File: config.mk
export PLATFORM = sky130hd
export DESIGN_NAME = fetch_controller
export DESIGN_NICKNAME = d
export VERILOG_FILES = /design/src/rtl/fetch_controller.sv
export SDC_FILE = /design/constraint.sdc
export NUM_CORES = 1
export LEC_CHECK = 0
export BUFFER_PORTS_ARGS = -buffer_cell sky130_fd_sc_hd__clkbuf_2
export CAP_MARGIN = 20
export CELL_PAD_IN_SITES_DETAIL_PLACEMENT = 0
export CELL_PAD_IN_SITES_GLOBAL_PLACEMENT = 1
export CORE_MARGIN = 3
export CORE_UTILIZATION = 47
export CTS_CLUSTER_SIZE = 30
export DETAILED_ROUTE_END_ITERATION = 8
export PLACE_DENSITY = 0.89
export SYNTH_ARGS = -nofsm -noshare
export SYNTH_HDL_FRONTEND = slang
export SYNTH_SLANG_ARGS = --single-unit
export TNS_END_PERCENT = 100
File: constraint.sdc
create_clock -name clock -period 17.45 [get_ports clock]
set_clock_uncertainty 0.15 [all_clocks]
set_input_delay 0.8725 -clock clock [delete_from_list [all_inputs] [get_ports clock]]
set_output_delay 0.8725 -clock clock [all_outputs]
set_load 0.02 [all_outputs]
File: src/rtl/fetch_controller.sv
// fetch_controller: PC owner and instruction fetch sequencer.
// Issues one word read per cycle, buffers returns in a 2-entry queue and
// presents them to decode over valid/ready. Redirects squash in-flight reads.
// Optional: define FETCH_PERF_CNT_EN to add perf_fetched / perf_stall counters.
module fetch_controller #(
  parameter int                   WORD_SIZE  = 32,
  parameter int                   IMEM_DEPTH = 64,
  parameter logic [WORD_SIZE-1:0] RESET_PC   = '0
) (
  input  logic                 clock,
  input  logic                 reset,
  input  logic                 start,
  output logic                 imem_req,
  output logic [WORD_SIZE-1:0] imem_addr,
  input  logic [WORD_SIZE-1:0] imem_rdata,
  input  logic                 redirect_valid,
  input  logic [WORD_SIZE-1:0] redirect_pc,
  output logic                 instr_valid,
  input  logic                 instr_ready,
  output logic [WORD_SIZE-1:0] instr_data,
  output logic [WORD_SIZE-1:0] instr_pc,
  output logic                 busy,
  output logic                 halted
`ifdef FETCH_PERF_CNT_EN
  ,
  output logic [31:0]          perf_fetched,
  output logic [31:0]          perf_stall
`endif
);

  localparam logic [WORD_SIZE-1:0] LAST_ADDR = WORD_SIZE'(IMEM_DEPTH - 1);

  typedef enum logic [1:0] {IDLE, RUN, DRAIN, HALT} state_t;

  state_t               state, state_nxt;
  logic [WORD_SIZE-1:0] pc;
  logic                 inflight;
  logic [WORD_SIZE-1:0] inflight_pc;
  logic [1:0]           count;
  logic [WORD_SIZE-1:0] head_data, head_pc, tail_data, tail_pc;

  logic       pop, push, issue, end_of_mem;
  logic [1:0] occ;

  // A redirect clears inflight in the same edge, so the squashed response
  // is simply never pushed.
  assign pop        = instr_valid & instr_ready;
  assign push       = inflight & ~redirect_valid;
  assign end_of_mem = pc > LAST_ADDR;
  assign occ        = 2'(count + {1'b0, inflight} - {1'b0, pop});
  assign issue      = (state == RUN) && !redirect_valid && !end_of_mem && (occ < 2'd2);

  assign imem_req    = issue;
  assign imem_addr   = pc;
  assign instr_valid = count != 2'd0;
  assign instr_data  = head_data;
  assign instr_pc    = head_pc;
  assign busy        = (state == RUN) || (state == DRAIN);
  assign halted      = state == HALT;

  // Next-state: redirect wins everywhere except IDLE, where only start leaves.
  always_comb begin
    state_nxt = state;
    case (state)
      IDLE:  if (start) state_nxt = RUN;
      RUN: begin
        if (redirect_valid)                   state_nxt = RUN;
        else if (end_of_mem)                  state_nxt = DRAIN;
        else if (issue && (pc == LAST_ADDR))  state_nxt = DRAIN;
      end
      DRAIN: begin
        if (redirect_valid)                      state_nxt = RUN;
        else if ((count == 2'd0) && !inflight)   state_nxt = HALT;
      end
      HALT:  if (redirect_valid) state_nxt = RUN;
      default: state_nxt = IDLE;
    endcase
  end

  // State register.
  always_ff @(posedge clock or posedge reset) begin
    if (reset) state <= IDLE;
    else       state <= state_nxt;
  end

  // PC and in-flight read tracking.
  always_ff @(posedge clock or posedge reset) begin
    if (reset) begin
      pc          <= RESET_PC;
      inflight    <= 1'b0;
      inflight_pc <= '0;
    end else begin
      if (redirect_valid) pc <= redirect_pc;
      else if (issue)     pc <= pc + 1'b1;
      inflight <= issue;
      if (issue) inflight_pc <= pc;
    end
  end

  // Two-entry queue: head feeds decode, tail catches a return while head waits.
  always_ff @(posedge clock or posedge reset) begin
    if (reset) begin
      count     <= 2'd0;
      head_data <= '0;
      head_pc   <= '0;
      tail_data <= '0;
      tail_pc   <= '0;
    end else if (redirect_valid) begin
      count <= 2'd0;
    end else begin
      if (pop) begin
        if (count == 2'd2) begin
          head_data <= tail_data;
          head_pc   <= tail_pc;
        end
        if (push) begin
          if (count == 2'd2) begin
            tail_data <= imem_rdata;
            tail_pc   <= inflight_pc;
          end else begin
            head_data <= imem_rdata;
            head_pc   <= inflight_pc;
          end
        end
      end else if (push) begin
        if (count == 2'd0) begin
          head_data <= imem_rdata;
          head_pc   <= inflight_pc;
        end else begin
          tail_data <= imem_rdata;
          tail_pc   <= inflight_pc;
        end
      end
      count <= 2'(count + {1'b0, push} - {1'b0, pop});
    end
  end

  // The issue rule keeps occupancy at two, so a return can never find it full.
  assert property (@(posedge clock) disable iff (reset) !(push && (count == 2'd2)));

`ifdef FETCH_PERF_CNT_EN
  // Saturating counters for accepted instructions and decode back-pressure.
  always_ff @(posedge clock or posedge reset) begin
    if (reset) begin
      perf_fetched <= '0;
      perf_stall   <= '0;
    end else begin
      if (pop && (perf_fetched != '1)) perf_fetched <= perf_fetched + 1'b1;
      if ((state == RUN) && instr_valid && !instr_ready && (perf_stall != '1))
        perf_stall <= perf_stall + 1'b1;
    end
  end
`endif

endmodule
[After elaboration in Yosys (flattened, before gate mapping)]
Index checks and enable logic that the tools add are counted.
Word-level totals
  register bits after elaboration: 197
  input bits: 69
  output and inout bits: 100
  logic and storage cells: 81
Cells by class
  add/sub/neg operators: 5
  magnitude comparators: 2
  equal/unequal tests: 11
  muxes and demuxes: 33
  bitwise logic cells: 3
  reduce and logical (&&, ||, !) cells: 18
Operators with widths (count)
  two-way mux 32 bit: 24
  adder 32 x 1 -> 32 bit, second input constant: 1
  == test 32 x 6 -> 1 bit, second input constant: 1
  > comparator 32 x 6 -> 1 bit, second input constant: 1
  two-way mux 2 bit: 8
  one-hot mux 2 bit (4 select lines): 1
  AND reduction 4 bit: 2
  nonzero test 2 bit: 4
  == test 2 bit, second input constant: 3
  inequality test 2 bit, second input constant: 3
  logical AND 1 bit: 5
  adder 2 x 1 -> 2 bit: 2
  logical NOT 2 bit: 2
  inequality test 4 x 3 -> 1 bit, second input constant: 1
  subtractor 2 x 1 -> 2 bit: 2
  logical NOT 1 bit: 3
  inequality test 3 x 2 -> 1 bit, second input constant: 1
  AND reduction 3 bit: 1
  bitwise AND 1 bit: 2
  == test 2 x 1 -> 1 bit, second input constant: 1
  < comparator 2 bit, second input constant: 1
  inequality test 2 x 1 -> 1 bit, second input constant: 1
  logical OR 1 bit: 1
  inverter 1 bit: 1

[Depth between registers and ports, before layout]
Gate-level depths: netlist of run 1.
  word-level depth: 10
  gate-level depth with buffers: 9
  depth with buffers taken out: 8

[Worst setup path after synthesis of run 1]
No wires, ideal clock.
  path kind: input port to output port
  from: input redirect_valid
  to: output imem_req
  arrival time: 2233 ps
  data required time: 16427 ps
  path slack: 14194 ps
  stages: 5
  buffers on the path: 1
  cells stage by stage: clkbuf_1 nor4_2 nand3_1 or4_1 inv_1
Between the ends
  longest elaborated chain between the ends: 4
Ends and longest elaborated chain
  start: declaration: RTL line 16  | input logic redirect_valid,
  logical NOT 1 bit: RTL line 51  | assign issue = (state == RUN) && !redirect_valid && !end_of_mem && (occ < 2'd2);
  logical AND 1 bit (3 in series): RTL line 51
  end: declaration: RTL line 13  | output logic imem_req,
No other way between the ends.

[Worst setup path after layout of run 1]
Ends and elaborated chain as after synthesis.

==> impl_results.md, run 1 <==
- Area post-placement: 9050 µm²
- DIE AREA: 18600 µm²
- Largest cells by area after synthesis: dfrtp_1 62%, mux2_2 13%, o2bb2ai_1 7.0%, a22oi_1 6.2%, nor2b_1 2.3%
- Hold_sp: instr_pc[30]$_DFFE_PP0P_
- Post-synth ARST share: 100%
- Area Growth Syn to Fin: 21.5%
- Top-area cell type share of the netlist area: 61.6%
- Crit Path Class: input pin to output port
- Hold Path Class: flop to flop
- Fin crit period: 3.93 ns
- CP startpoint kind: input pin
- Routed wire per std cell: 18.6 µm
- Design area: 9720 µm²
- IO Port Bufs: 168
- Final Wtd Congestion: 0.754
- Number of global-route vias before repair: 5844
- Die Width: 136 µm
- Clock Sinks: 197
- Setup total negative slack: 0 ns
- Worst r2r path cells: 9
- # DRC: 0
- Setup Buffers After CTS: 0
- Clock buffer depth: 2
- Hold Violations, Final: 0
- Status: completed
- Total GRT Usage: 20.2%
- Crit path max-delay cell type: or4_1
- First-pass GRT wire length: 29800 µm
- Tcrit/Tclk final: 22.5%
- Chip height: 136 µm
- CP arrival: 2.91 ns
- Maxcap violations: 0
- R2r setup slk: 14.65 ns
- Synth Flop Type: dfrtp_1
- Hold Crit Depth: 1
- Critical path's largest stage delay: 0.58 ns
- Hold buffers post-CTS: 0
- Peak VDD IR: 71.8 µV
- Starting Density: 48.1%
- YS warnings: 0
- Share of layout cells above drive strength 1: 41.7%
- FP Rows: 47
- Clock transition at path regs: 0.07 ns
- CTS tree: built
- Post-Synthesis Cell Area: 8000 µm²
- Vias per cell: 5.70
- Mapped Avg Cell Area: 13.8 µm²
- FF-to-FF Start: count[1]$_DFF_PP0_
- Total CTS buffers: 17
- Cell variety after synth: 41
- Crit path top cell by count: clkbuf_2
- I/O pin cnt: 169
- FF-to-FF End: imem_addr[4]$_DFFE_PP0P_
- Hold EP: instr_pc[30]$_DFFE_PP0P_
- Placed insts: 933
- Max-Slew Margin vs Limit: 34.3%
- RSZ-0062 raised after global routing: false
- Mapped Cells: 581
- Worst EP required: 16.43 ns
- Mapped Nets: 658
- Post-synth top area cell: dfrtp_1
- Final setup fails: 0
- Initial antenna violation count: 0
- Diode count: 0
- Pwr Density: 101 nW/µm²
- Tot Pwr: 0.000985 W
- Slew Limit Fails: 0
- Flip-flop and latch count after synthesis: 197
- CTS Root Cell: clkbuf_16
- Detailed Routing Iterations Pass 1: 5
- Slew at the pin closest to its max-slew limit: 0.986 ns
- Core Area: 16600 µm²
- DR iter-0 viols: 395
- Crit. End Element: output port
- Post-Route Utilization: 58.4%
- ANT nets after route: 0
- Sequential element share of the synthesized area: 61.6%
- Leak Pwr: 4.91 nW
- PostCTS Resize Cnt: 0
- Final net count: 809
- Worst-Skew Late Latency: 0.43 ns
- Post-DP HPWL: 11500 µm
- Largest net degree at the start of global routing: 123
- Via count: 5499
- CP cell instances: clkbuf_2 -> nor4_2 -> nand3_1 -> or4_1 -> inv_1 -> clkbuf_2
- Drt total wl: 18000 µm
- EDFF count, synth: 0
- Critical-path maximum fanout: 42
- CTS H-tree depth: 4
- Post-Layout Cell Count: 965
- Max Freq: 254 MHz
- Total congestion overflow: 0
## where the power goes
part	total [W]	switching [W]	internal (W)
combinational	0.0000725	0.0000444	0.0000281
sequential	0.000475	0.00000983	0.000466
clock	0.000437	0.000172	0.000265
## synthesized netlist by cell type, types with 2 or more instances
master	n
mux2_2	95
buf_2	2
nor2b_1	30
xnor2_1	5
clkbuf_1	32
nor4_1	4
a22oi_1	66
inv_1	13
a21oi_1	3
or4_1	2
nand3_1	6
dfrtp_1	197
nand2_1	5
o21ai_0	6
mux2i_1	5
or3_1	2
nor2_1	7
buf_1	6
o2bb2ai_1	64
and3_1	3
ha_1	8
## metal layers
metal | GRT usage [%] | vias to the layer above | share of wire (%)
met5 | 0 | - | 0
met4 | 6.22 | 0 | 1.2
met3 | 5.22 | 19 | 7.7
met2 | 32.4 | 218 | 48
met1 | 27.2 | 2794 | 43
li1 | - | 2468 | -
## cell families after synthesis
group	Yosys count	synth area share, %
compound gates	147	14.5
xor+xnor	6	0.657
fa+ha+maj	8	1.25
buf+inv	55	2.75
flops	197	61.6
mux	100	14.0
simple gates	68	5.24
## critical path, delay by kind of cell
family                 cells  cell delay, ns
and+or+nand+nor            3            1.25
buffers and inverters      3            0.78
## metrics by stage
stage	hold WS (ns)	worst slack [ns]
2_1_floorplan	0.330	11.06
3_3_place_gp	0.322	13.53
3_5_place_dp	0.322	13.48
4_1_cts	0.341	13.48
5_1_grt	0.349	13.34
6_report	0.335	13.52
## state kept, by name (all words and copies together) (netlist names)
name         cells
inflight_pc     32
state            2
imem_addr       32
tail_pc         32
inflight         1
tail_data       32
instr_pc        32
count            2
instr_data      32
## layout by cell type, fill, tap and decap left out, drive strengths merged, types with 6 or more instances in the layout
cell and count:
mux2 95, dfrtp 197, nor2b 30, nand3 6
clkbuf 187, o21ai 7, o2bb2ai 64, ha 8
nor2 7, a22oi 66, inv 18, buf 6
## how the worst max path moves through the flow
stage | depth (start not counted) | endpoint | slack [ns] | from
5_1_grt | 6 | imem_req | 13.34 | redirect_valid
2_1_floorplan | 1 | count[0]$_DFF_PP0_ | 11.06 | reset
6_report | 6 | imem_req | 13.52 | redirect_valid
3_3_place_gp | 6 | imem_req | 13.53 | redirect_valid
4_1_cts | 6 | imem_req | 13.48 | redirect_valid
3_5_place_dp | 6 | imem_req | 13.48 | redirect_valid
## area by class of cell
| type | instances | area (µm²) |
|---|---|---|
| Fill cell | 1336 | 6920 |
| Tap cell | 220 | 275 |
| Timing Repair Buffer | 174 | 886 |
| Sequential cell | 197 | 4930 |
| Clock buffer | 19 | 453 |
| Multi-Input combinational cell | 329 | 2910 |
| Inverter | 13 | 56.3 |
| Clock inverter | 13 | 218 |
Note: power is estimated with default switching activity, not from simulation.
==> run 2: changes to the inputs <==
--- a/config.mk
+++ b/config.mk
@@ -10,10 +10,10 @@
 export CELL_PAD_IN_SITES_DETAIL_PLACEMENT = 0
 export CELL_PAD_IN_SITES_GLOBAL_PLACEMENT = 1
 export CORE_MARGIN = 3
-export CORE_UTILIZATION = 47
+export CORE_UTILIZATION = 40
 export CTS_CLUSTER_SIZE = 30
 export DETAILED_ROUTE_END_ITERATION = 8
-export PLACE_DENSITY = 0.89
+export PLACE_DENSITY = 0.81
 export SYNTH_ARGS = -nofsm -noshare
 export SYNTH_HDL_FRONTEND = slang
 export SYNTH_SLANG_ARGS = --single-unit
==> constraint.sdc (replaced) <==
create_clock -name clock -period 3.45 [get_ports clock]
set_clock_uncertainty 0.15 [all_clocks]
set_input_delay 0.1725 -clock clock [delete_from_list [all_inputs] [get_ports clock]]
set_output_delay 0.1725 -clock clock [all_outputs]
set_load 0.02 [all_outputs]
==> impl_results.md, run 2 (same netlist as run 1, synthesis figures left out) <==
- Slew Limit Fails: 0 (unchanged)
- Total congestion overflow: 0 (unchanged)
- Clock buffer depth: 2 (unchanged)
- Core Area: 19500 µm² (was 16600 µm²)
- Critical-path maximum fanout: 6 (was 42)
- DIE AREA: 21700 µm² (was 18600 µm²)
- Number of global-route vias before repair: 6359 (was 5844)
- Share of layout cells above drive strength 1: 38.5% (was 41.7%)
- Placed insts: 984 (was 933)
- Via count: 5698 (was 5499)
- I/O pin cnt: 169 (unchanged)
- Post-DP HPWL: 12300 µm (was 11500 µm)
- CP arrival: 2.69 ns (was 2.91 ns)
- Clock Sinks: 197 (unchanged)
- Routed wire per std cell: 18.1 µm (was 18.6 µm)
- Maxcap violations: 0 (unchanged)
- Status: completed (unchanged)
- Sequential Area: 4930 µm² (unchanged)
- Area Growth Syn to Fin: 29.5% (was 21.5%)
- Worst-Skew Late Latency: 0.42 ns (was 0.43 ns)
- Most frequent cells in the layout: 197 x dfrtp_1, 168 x clkbuf_2, 95 x mux2_2 (unchanged)
- Final setup fails: 0 (unchanged)
- Max-Slew Margin vs Limit: 39.9% (was 34.3%)
- Vias per cell: 5.28 (was 5.70)
- Area post-placement: 9180 µm² (was 9050 µm²)
- Area of the multi-input gates: 2910 µm² (unchanged)
- Pwr Density: 449 nW/µm² (was 101 nW/µm²)
- Diode count: 0 (unchanged)
- IO Port Bufs: 168 (unchanged)
- Total CTS buffers: 17 (unchanged)
- Design area: 10400 µm² (was 9720 µm²)
- Worst r2r path cells: 9 (unchanged)
- CTS Root Cell: clkbuf_16 (unchanged)
- Leak Pwr: 5.14 nW (was 4.91 nW)
- Crit Path Class: flop to output port (was input pin to output port)
- Setup total negative slack: 0 ns (unchanged)
- Most common cell after layout, fill and taps aside: dfrtp_1 (unchanged)
- Total GRT Usage: 18.4% (was 20.2%)
- ANT nets after route: 0 (unchanged)
- Final net count: 880 (was 809)
- DR iter-0 viols: 302 (was 395)
- Fillcell total: 1628 (was 1336)
- Tot Pwr: 0.00465 W (was 0.000985 W)
- Max Freq: 332 MHz
- CP startpoint kind: flop (was input pin)
- CTS tree: built (unchanged)
- Crit. End Element: output port (unchanged)
- CTS H-tree depth: 4 (unchanged)
- Detailed Routing Iterations Pass 1: 5 (unchanged)
- Peak VDD IR: 335 µV (was 71.8 µV)
- Initial antenna violation count: 0 (unchanged)
- Post-Layout Cell Count: 1079 (was 965)
- Tcrit/Tclk final: 87.3%
- Clock transition at path regs: 0.07 ns (about the same)
- Final Wtd Congestion: 0.757 (was 0.754)
- Slew at the pin closest to its max-slew limit: 0.902 ns (was 0.986 ns)
- # DRC: 0 (unchanged)
- Hold Violations, Final: 0 (unchanged)
- Worst EP required: 3.13 ns (was 16.43 ns)
- Starting Density: 41.0% (was 48.1%)
- Drt total wl: 19500 µm (was 18000 µm)
- FP Rows: 51 (was 47)
- Fin crit period: 3.01 ns
- First-pass GRT wire length: 32300 µm (was 29800 µm)
- RSZ-0062 raised after global routing: false (unchanged)
- Chip height: 147 µm (was 136 µm)
- Hold Path Class: input pin to asynchronous set/reset pin (was flop to flop)
- Die Width: 147 µm (was 136 µm)
- Largest net degree at the start of global routing: 108 (was 123)
run 2: cell type report:
| type | instances | area share [%] |
|---|---|---|
| Clock inverter | 9 | 0.701 |
| Timing Repair Buffer | 245 | 15.5 |
| Tap cell | 265 | 3.20 |
| Inverter | 13 | 0.507 |
| Clock buffer | 21 | 4.44 |
| Multi-Input combinational cell | 329 | 28.0 |
| Sequential cell | 197 | 47.6 |
run 2: per-layer routing:
metal / global-route usage [%] / vias up / part of all wire (%)
met5: 0 / - / 0
met4: 4.19 / 0 / 0.88
met3: 5.36 / 18 / 6.4
met2: 31.2 / 181 / 49
met1: 23.6 / 2893 / 44
li1: - / 2606 / -
run 2: repair_timing:
| action | in CTS | in global routing |
|---|---|---|
| hold buffers | 65 | 0 |
| gates resized for setup | 0 | 0 |
| setup buffers | 0 | 0 |
| hold endpoints to repair | 211 | 0 |
run 2: path summary, 6_finish.rpt:
check,from,end,slack [ns]
min reg2reg,instr_pc[24]$_DFFE_PP0P_,instr_pc[24]$_DFFE_PP0P_,0.34
max,count[1]$_DFF_PP0_,imem_req,0.44
max reg2reg,count[1]$_DFF_PP0_,imem_addr[4]$_DFFE_PP0P_,0.72
min,reset,tail_data[2]$_DFFE_PP0P_,0.09
max in group asynchronous,reset,instr_pc[31]$_DFFE_PP0P_,1.77
min in group clock,start,state[0]$_DFFE_PP0P_,0.11
run 2: through the flow:
step	setup slack, ns	util (%)	hold slack, ns
finish	0.440	53.1	0.0881
global route	0.225	53.1	0.0728
CTS	0.405	53.1	0.0628
detailed placement	0.693	47.0	-0.0360
global placement	0.756	47.0	-0.0460
floorplan	0.581	-	0.143
run 2: where the power goes:
group          switching (W)  internal [W]  total (W)
Sequential         0.0000508       0.00236    0.00241
Clock               0.000847      0.000963    0.00181
Combinational       0.000239      0.000194   0.000432
Total                0.00114       0.00351    0.00465
run 2: critical path: stages, from the launching register on:
cell	delay, ns
dfrtp_1	0.45
o21ai_0	0.18
inv_1	0.15
ha_1	0.31
nor2b_1	0.14
xnor2_1	0.15
or4_1	0.59
inv_1	0.11
clkbuf_2	0.18
==> run 3: changes to the inputs <==
==> config.mk (replaced) <==
export PLATFORM = sky130hd
export DESIGN_NAME = fetch_controller
export DESIGN_NICKNAME = d
export VERILOG_FILES = /design/src/rtl/fetch_controller.sv
export SDC_FILE = /design/constraint.sdc
export NUM_CORES = 1
export LEC_CHECK = 0
export CAP_MARGIN = 20
export CELL_PAD_IN_SITES_DETAIL_PLACEMENT = 0
export CELL_PAD_IN_SITES_GLOBAL_PLACEMENT = 1
export CORE_ASPECT_RATIO = 0.9
export CORE_MARGIN = 3
export CORE_UTILIZATION = 46
export CTS_CLUSTER_SIZE = 30
export DETAILED_ROUTE_END_ITERATION = 8
export DONT_BUFFER_PORTS = 1
export PLACE_DENSITY = 0.8
export REMOVE_ABC_BUFFERS = 1
export SYNTH_ARGS = -nofsm -noshare
export SYNTH_HDL_FRONTEND = slang
export SYNTH_SLANG_ARGS = --single-unit
export TNS_END_PERCENT = 100
==> impl_results.md, run 3 (same netlist as run 1, synthesis figures left out) <==
- Status: completed (unchanged)
- Vias per cell: 5.80 (was 5.28)
- # DRC: 0 (unchanged)
- Clock transition at path regs: 0.07 ns (about the same)
- IO Port Bufs: 0 (was 168)
- DP Worst Slack: 0.833 ns (was 0.693 ns)
- CTS Root Cell: clkbuf_16 (unchanged)
- CP startpoint kind: flop (unchanged)
- CTS H-tree depth: 4 (unchanged)
- First-pass GRT wire length: 30200 µm (was 32300 µm)
- Initial antenna violation count: 0 (unchanged)
- FF-to-FF End: count[1]$_DFF_PP0_ (was imem_addr[4]$_DFFE_PP0P_)
- Clock buffer depth: 2 (unchanged)
- PostCTS Resize Cnt: 0 (unchanged)
- Area of the multi-input gates: 2910 µm² (unchanged)
- Sw Share: 23.7% (was 24.4%)
- Worst r2r path cells: 9 (unchanged)
- Hold Violations, Final: 0 (unchanged)
- Via count: 5125 (was 5698)
- Detailed Routing Iterations Pass 1: 6 (was 5)
- Crit. End Element: output port (unchanged)
- Final setup fails: 0 (unchanged)
- Hold Path Class: input pin to flop (was input pin to asynchronous set/reset pin)
- Chip height: 131 µm (was 147 µm)
- Post-route setup slack: 0.461 ns (was 0.440 ns)
- Pint: 0.00371 W (was 0.00351 W)
- Fillcell total: 1291 (was 1628)
- Largest net degree at the start of global routing: 124 (was 108)
- Critical-path maximum fanout: 6 (unchanged)
- CP arrival: 2.67 ns (was 2.69 ns)
- Final Wtd Congestion: 0.723 (was 0.757)
- CTS tree: built (unchanged)
- Fin crit period: 2.99 ns (was 3.01 ns)
- Final net count: 713 (was 880)
- Placed insts: 784 (was 984)
- Diode count: 0 (unchanged)
- Max-Slew Margin vs Limit: 34.0% (was 39.9%)
- Starting Density: 47.2% (was 41.0%)
- Comb power frac: 6.4% (was 9.3%)
- Crit Path Class: flop to output port (unchanged)
- Sequential Area: 4930 µm² (unchanged)
- Drt total wl: 18200 µm (was 19500 µm)
- Core Area: 16900 µm² (was 19500 µm²)
- Routed wire per std cell: 20.6 µm (was 18.1 µm)
- Reg power frac: 50.5% (was 51.8%)
- Total congestion overflow: 0 (unchanged)
- Post-Layout Cell Count: 884 (was 1079)
- Max Freq: 335 MHz (was 332 MHz)
- Tcrit/Tclk final: 86.6% (was 87.3%)
- Most frequent cells in the layout: 197 x dfrtp_1, 95 x mux2_2, 67 x dlygate4sd3_1 (was 197 x dfrtp_1, 168 x clkbuf_2, 95 x mux2_2)
- Worst EP required: 3.13 ns (about the same)
- Switching power: 0.00115 W (was 0.00114 W)
- Clock share of power: 43.1% (was 38.9%)
- Peak VDD IR: 372 µV (was 335 µV)
- DIE AREA: 19000 µm² (was 21700 µm²)
- ANT nets after route: 0 (unchanged)
- Area Growth Syn to Fin: 20.0% (was 29.5%)
- Worst-Skew Late Latency: 0.43 ns (was 0.42 ns)
- Total CTS buffers: 17 (unchanged)
- Hold_sp: start
- FF-to-FF Start: inflight$_DFF_PP0_ (was count[1]$_DFF_PP0_)
- Number of global-route vias before repair: 5524 (was 6359)
- Setup total negative slack: 0 ns (unchanged)
- R2r setup slk: 0.71 ns (was 0.72 ns)
- Leak Pwr: 4.48 nW (was 5.14 nW)
- Share of layout cells above drive strength 1: 22.7% (was 38.5%)
- Post-DP HPWL: 11000 µm (was 12300 µm)
- I/O pin cnt: 169 (unchanged)
- Pwr Density: 507 nW/µm² (was 449 nW/µm²)
- FP Rows: 45 (was 51)
- Maxcap violations: 0 (unchanged)
- DR iter-0 viols: 327 (was 302)
- Slew Limit Fails: 0 (unchanged)
- Hold Crit Depth: 3
- Clock Sinks: 197 (unchanged)
- Total GRT Usage: 19.6% (was 18.4%)
- Slew at the pin closest to its max-slew limit: 0.990 ns (was 0.902 ns)
- Die Width: 145 µm (was 147 µm)
- Most common cell after layout, fill and taps aside: dfrtp_1 (unchanged)
- Hold EP: state[1]$_DFFE_PP0P_
- RSZ-0062 raised after global routing: false (unchanged)
==> run 3: cell count changes in the layout (fill, tap and decap cells not counted) <==
cell / previous run / this run
clkinvlp_4: 3 / 2
clkinv_8: 0 / 1
clkinv_2: 1 / 0
dlygate4sd3_1: 65 / 67
clkbuf_1: 2 / 1
bufinv_16: 0 / 3
inv_8: 0 / 2
clkinv_4: 3 / 2
inv_6: 3 / 2
clkbuf_8: 2 / 3
buf_4: 10 / 9
clkbuf_2: 168 / 0
==> run 3: how the worst max path moves through the flow <==
stage                       startpoint  cells past startpoint                         end
CTS                 count[1]$_DFF_PP0_                      7                    imem_req
detailed placement  count[1]$_DFF_PP0_                      8  inflight_pc[2]$_DFFE_PP0P_
global placement    count[1]$_DFF_PP0_                      8  inflight_pc[2]$_DFFE_PP0P_
global route        count[1]$_DFF_PP0_                      7                    imem_req
finish              count[1]$_DFF_PP0_                      7                    imem_req
floorplan           count[1]$_DFF_PP0_                      5   instr_data[0]$_DFFE_PP0P_
==> run 3: per-layer routing <==
layer / vias up / routed length (µm) / global-route usage [%]
li1: 2272 / - / -
met1: 2652 / 7660 / 24.2
met2: 183 / 8900 / 32.4
met3: 18 / 1400 / 7.00
met4: 0 / 262 / 6.07
met5: - / 0 / 0
==> run 3: through the flow <==
step                      util, %  total power, W  hold WS [ns]  cell area, µm²
after detailed placement     48.8         0.00273        0.0986            8270
after global routing         56.7         0.00506        0.0371            9600
after global placement       48.8         0.00272        0.0857            8270
after floorplan                 -         0.00266        0.0881            7830
final                        56.7         0.00487        0.0360            9600
after CTS                    56.7         0.00491       0.00103            9600
==> run 3: area by class of cell <==
cell class                 instances  area share [%]
tap                              235            3.06
clock inverter                    11            1.75
clock buffer                      21            4.90
timing repair buffer              78            8.11
multi-input combinational        329            30.3
sequential                       197            51.3
inverter                          13           0.586
==> run 3: repair_timing <==
action	in CTS	in global routing
hold buffers	68	0
setup buffers	0	0
hold endpoints to repair	220	0
==> run 3: critical path, stage by stage (launching register included) <==
cell     delay, ns
dfrtp_1       0.44
o21ai_0       0.20
inv_1         0.16
ha_1          0.31
nor2b_1       0.14
xnor2_1       0.17
or4_1         0.57
inv_1         0.26
==> run 3: power by group through the flow <==
stage / combinational (W) / clock [W] / sequential, W
2_1_floorplan: 0.000184 / 0 / 0.00248
3_3_place_gp: 0.000218 / 0 / 0.00250
6_report: 0.000311 / 0.00210 / 0.00246
4_1_cts: 0.000309 / 0.00214 / 0.00246
3_5_place_dp: 0.000232 / 0 / 0.00250
5_1_grt: 0.000342 / 0.00226 / 0.00247
